File: config.mk
export PLATFORM = sky130hd
export DESIGN_NAME = regfile_wb_bypass
export DESIGN_NICKNAME = d
export VERILOG_FILES = /design/src/rtl/regfile_wb_bypass.sv
export SDC_FILE = /design/constraint.sdc
export NUM_CORES = 2
export LEC_CHECK = 0
export BUFFER_PORTS_ARGS = -buffer_cell sky130_fd_sc_hd__buf_2
export CAP_MARGIN = 30
export CORE_MARGIN = 2
export CORE_UTILIZATION = 50
export CTS_CLUSTER_DIAMETER = 50
export DETAILED_ROUTE_END_ITERATION = 10
export GPL_TIMING_DRIVEN = 0
export HOLD_SLACK_MARGIN = 0.1
export PLACE_DENSITY = 0.68
export SYNTH_ARGS = -nofsm -noshare
export SYNTH_HDL_FRONTEND = slang
export SYNTH_SLANG_ARGS = --single-unit
File: constraint.sdc
create_clock -name clock -period 5.8 [get_ports clock]
set_input_delay 0.29 -clock clock [delete_from_list [all_inputs] [get_ports clock]]
set_output_delay 0.29 -clock clock [all_outputs]
set_load 0.05 [all_outputs]
File: src/rtl/regfile_wb_bypass.sv
// regfile_wb_bypass
//   Decode-stage register file with NRD combinational read ports, a registered
//   write-back stage (optionally forwarded to reads), a load scoreboard that
//   flags load-use hazards, and a 16-bit immediate extender.
//
// Ports
//   clock, reset     rising-edge clock; synchronous active-high reset
//   i_rd_addr        NRD packed read addresses, port k at [k*ADDR_W +: ADDR_W]
//   o_rd_data        NRD packed read data,      port k at [k*DATA_W +: DATA_W]
//   i_imm_in         raw 16-bit immediate
//   i_imm_zext       1: zero-extend, 0: sign-extend
//   o_imm_out        extended immediate (combinational)
//   i_wb_valid       write-back request this cycle
//   i_wb_jal         link write: destination LINK_REG, data i_wb_link
//   i_wb_mem_to_reg  data select: 1 i_mem_data, 0 i_alu_result
//   i_wb_addr        destination when i_wb_jal=0
//   i_alu_result     execute result
//   i_mem_data       load / IO read data
//   i_wb_link        PC+4 from fetch
//   i_ld_issue       a load targeting i_ld_addr issues this cycle
//   i_ld_addr        load destination register
//   o_stall          load-use hazard on any read port
//
// Handshake: i_wb_valid and i_ld_issue are single-cycle strobes with no ready;
// the block accepts one write-back and one load issue on every rising edge
// where the strobe is high, and its payload is sampled only on that edge.
module regfile_wb_bypass #(
  parameter int DATA_W   = 32,
  parameter int NREGS    = 32,
  parameter int NRD      = 2,
  parameter int BYPASS   = 1,
  parameter int LINK_REG = 31,
  localparam int ADDR_W  = $clog2(NREGS)
) (
  input  logic                    clock,
  input  logic                    reset,
  input  logic [NRD*ADDR_W-1:0]   i_rd_addr,
  output logic [NRD*DATA_W-1:0]   o_rd_data,
  input  logic [15:0]             i_imm_in,
  input  logic                    i_imm_zext,
  output logic [DATA_W-1:0]       o_imm_out,
  input  logic                    i_wb_valid,
  input  logic                    i_wb_jal,
  input  logic                    i_wb_mem_to_reg,
  input  logic [ADDR_W-1:0]       i_wb_addr,
  input  logic [DATA_W-1:0]       i_alu_result,
  input  logic [DATA_W-1:0]       i_mem_data,
  input  logic [DATA_W-1:0]       i_wb_link,
  input  logic                    i_ld_issue,
  input  logic [ADDR_W-1:0]       i_ld_addr,
  output logic                    o_stall
);

  localparam logic [ADDR_W-1:0] LINK_A = ADDR_W'(LINK_REG);

  logic [DATA_W-1:0] r_regs [NREGS];
  logic [NREGS-1:0]  r_busy;
  logic              r_stg_v;
  logic [ADDR_W-1:0] r_stg_a;
  logic [DATA_W-1:0] r_stg_d;

  logic [DATA_W-1:0] w_wb_d;
  logic [ADDR_W-1:0] w_wb_a;
  logic              w_commit;
  logic [NREGS-1:0]  w_busy_nxt;
  logic [NRD-1:0]    w_port_stall;

  assign w_wb_d   = i_wb_jal ? i_wb_link : (i_wb_mem_to_reg ? i_mem_data : i_alu_result);
  assign w_wb_a   = i_wb_jal ? LINK_A : i_wb_addr;
  // Register 0 is hard-wired zero, so a staged write to it is simply dropped.
  assign w_commit = r_stg_v && (r_stg_a != '0);

  // Clear on commit first, then set on a new load, so a load issued on the
  // same edge that the previous value commits keeps the register busy.
  always_comb begin
    w_busy_nxt = r_busy;
    if (w_commit) w_busy_nxt[r_stg_a] = 1'b0;
    if (i_ld_issue && (i_ld_addr != '0)) w_busy_nxt[i_ld_addr] = 1'b1;
  end

  // Write-back stage: captured on edge N, committed to the array on edge N+1.
  always_ff @(posedge clock) begin
    if (reset) begin
      r_stg_v <= 1'b0;
      r_stg_a <= '0;
      r_stg_d <= '0;
    end else begin
      r_stg_v <= i_wb_valid;
      if (i_wb_valid) r_stg_a <= w_wb_a;
      r_stg_d <= w_wb_d;
    end
  end

  // Reset discards any pending stage entry instead of committing it.
  always_ff @(posedge clock) begin
    if (reset) begin
      for (int i = 0; i < NREGS; i++) r_regs[i] <= '0;
    end else if (w_commit) begin
      r_regs[r_stg_a] <= r_stg_d;
    end
  end

  always_ff @(posedge clock) begin
    if (reset) r_busy <= '0;
    else       r_busy <= w_busy_nxt;
  end

  // Per-port read: zero register, then forwarded stage data, then the array.
  // A forwarded hit also satisfies a pending load, so it masks the stall.
  for (genvar k = 0; k < NRD; k++) begin : g_rd
    logic [ADDR_W-1:0] w_a;
    logic              w_hit;
    assign w_a   = i_rd_addr[k*ADDR_W +: ADDR_W];
    assign w_hit = (BYPASS != 0) && r_stg_v && (r_stg_a == w_a);
    assign o_rd_data[k*DATA_W +: DATA_W] = (w_a == '0) ? '0 :
                                           (w_hit ? r_stg_d : r_regs[w_a]);
    assign w_port_stall[k] = (w_a != '0) && r_busy[w_a] && !w_hit;
  end

  assign o_stall = |w_port_stall;

  assign o_imm_out = i_imm_zext ? {{(DATA_W-16){1'b0}}, i_imm_in}
                                : {{(DATA_W-16){i_imm_in[15]}}, i_imm_in};

endmodule
==> metrics.yaml <==
met3_usage_pct: 14.1
fin_worst_skew_ns: 0.0320
io_pins: 236
slew_viol_final: 0
dieWidth_um: 346
synthTopCellsByArea: "edfxtp_1 (53%), mux4_2 (16%), and2_1 (11%), mux2i_1 (3.8%), dfxtp_1 (2.4%)"
postRouteAntennaNets: 0
cp-start-kind: "primary input"
start_util_pct: 50.3
wl_per_cell_um: 37.6
crit_required_ns: 5.51
drv_cap: 0
min_path_type: "primary input to register"
fill_cells: 9056
drive_gt1_share_pct: 23.0
synth-edff-count: 1024
cts_buffers: 134
cts.sinks: 1094
path_clk_slew_ns: 0.06
met2_usage_pct: 57.0
syn_inst: 4175
pre_cts_slack_ns: 1.22
end_kind: "primary output"
wirelength_mm: 239
num_vias: 43740
firstDrtPassIters: 8
die-area_sq_um: 119000
post-route-drc-count: 0
grt_pass1_wl_mm: 324
ys_types: 62
via_per_inst: 6.89
ys.flop_type: "edfxtp_1"
rsz0062_at_grt: "no"
fin_util_pct: 58.7
fin_ws_ns: 0.872
grt_max_degree: 31
ctsLongestPathBuffers: 3
irDropWorstVdd_mv: 0.294
ys_warn_count: 0
yosysSeqAreaShare_pct: 55.1
hpwl_mm: 172
synthDominantCellAreaShare_pct: 52.7
place.gp.congestion: 1.04
synth.avg_cell_area_sq_um: 14.0
rows: 125
hold-path-cell-count: 4
postCtsSetupBuffers: 0
instances_no_fill: 6350
syn_to_final_growth_pct: 16.6
finalCritPeriodShare_pct: 85.0
path_max_fanout: 10
critPathKind: "primary input to primary output"
setup_viol: 0
worst_pin_slew_ns: 1.18
die_h_um: 346
synth_top_cell_by_area: "edfxtp_1"
portBuffers: 210
min_period_ns: 4.93
maxSlewHeadroom_pct: 21.5
cp.arrival_ns: 4.64
grt_use_met1_pct: 49.2
clk_latency_ns: 0.78
root_buffer: "clkbuf_16"
setup_tns_ns: 0
antenna_found_initial: 18
final_nets: 4840
busiest_layer: "met2"
grt_use_total_pct: 39.5
power.leakage_nw: 25.0
fmax_mhz: 203
r2r_cells: 6
first_global_vias: 42110
powerDensity_nw_per_um2: 301
core_area_sq_um: 116000
ys_seq_elements: 1094
h-tree-depth: 4
grt-ovfl-total: 0
async_reset_ff_share_pct: 0
drtIter0Drc: 8019
netlist_area_sq_um: 58300
cts_tree: "done"
power_mw: 20.5
hold_violations: 0
outcome: "complete, no violations"
place_inst: 5996
==> through the flow <==
stage | instance area [sq um] | hold slack [ns]
finish | 68000 | 0.144
global route | 68000 | 0.174
CTS | 67800 | 0.136
detailed placement | 62600 | 0.470
global placement | 61400 | 0.471
floorplan | 58500 | 0.418
==> cell families after synthesis <==
family	count (synthesis)	synth area share [%]
multiplexers	687	20.9
AND/OR/NAND/NOR	1352	13.4
other	1	0.00643
XOR/XNOR	10	0.150
AO/OA/AOI/OAI	532	6.55
flip-flops	1094	55.1
buffers and inverters	499	3.89
==> registers in the layout, indices dropped and copies added (netlist names) <==
signal,count
r_stg_d,32
r_stg_v,1
r_stg_a,5
r_regs,1024
r_busy,32
==> synthesized netlist by cell type, types with 65 or more instances <==
cell type / n
nor2_1: 160
nand2_1: 100
o22ai_1: 124
clkbuf_1: 308
edfxtp_1: 1024
mux4_2: 421
a22oi_1: 82
dfxtp_1: 70
buf_2: 67
mux2i_1: 224
a21oi_1: 65
and2_1: 995
==> per-layer routing <==
metal  routed length [um]  part of all wire, %
met2               102000                   43
met5                   64                0.027
met4                21800                  9.1
met3                35000                   15
met1                80300                   34
==> area by class of cell <==
type	instances	area, sq um	share of cell area (%)
clock buffers	167	3680	5.40
repair buffers	359	3070	4.52
well taps	1524	1910	2.80
plain buffers	465	2140	3.15
inverters	34	128	0.188
flip-flops and latches	1094	32200	47.3
clock inverters	82	762	1.12
multi-input cells	2613	24100	35.5
diodes	12	30.0	0.0442
==> final timing paths <==
check               start            end  slack (ns)
max          i_rd_addr[1]  o_rd_data[14]        0.87
min              i_wb_jal     r_stg_a[2]        0.14
max reg2reg    r_stg_a[0]  r_regs[4][28]        2.23
min reg2reg    r_busy[19]     r_busy[19]        0.48
==> critical path: stages <==
cell and delay (ns):
buf_4 0.28, buf_6 0.32, buf_4 0.31, nand2b_1 0.57
clkbuf_1 0.74, o22ai_1 0.43, nor4_1 0.28, nor3_1 0.07
nor3_1 0.89, buf_2 0.42
==> where the power goes <==
group | internal (mW) | total [mW] | switching (mW) | leakage [nW]
logic | 0.950 | 2.84 | 1.89 | 11.7
registers | 8.91 | 9.10 | 0.199 | 11.2
clock network | 4.98 | 8.52 | 3.54 | 2.16
==> cell usage in the layout, fill, tap and decap left out, types with 18 or more instances in the layout <==
cell              n
a211oi_1         62
a21o_2           18
a21oi_1          65
a221oi_1         22
a22oi_1          82
a32o_1           32
and2_1          995
buf_1            24
buf_12           32
buf_2           277
buf_4            50
buf_6            19
buf_8            25
clkbuf_1        326
clkbuf_16       141
clkinv_1         20
clkinv_2         21
conb_1           32
dfxtp_1          70
dlygate4sd3_1    83
edfxtp_1       1024
inv_1            33
mux2_2           29
mux2i_1         224
mux4_2          421
nand2_1         100
nor2_1          160
nor3_1           20
o21ai_0          21
o221ai_1         32
o22ai_1         124
==> repair_timing <==
action / in CTS / in global routing
gates resized for setup: 0 / 0
hold buffers: 83 / 0
setup endpoints to repair: 0 / 0
hold endpoints to repair: 69 / 0
(Power assumes the default switching activity.)
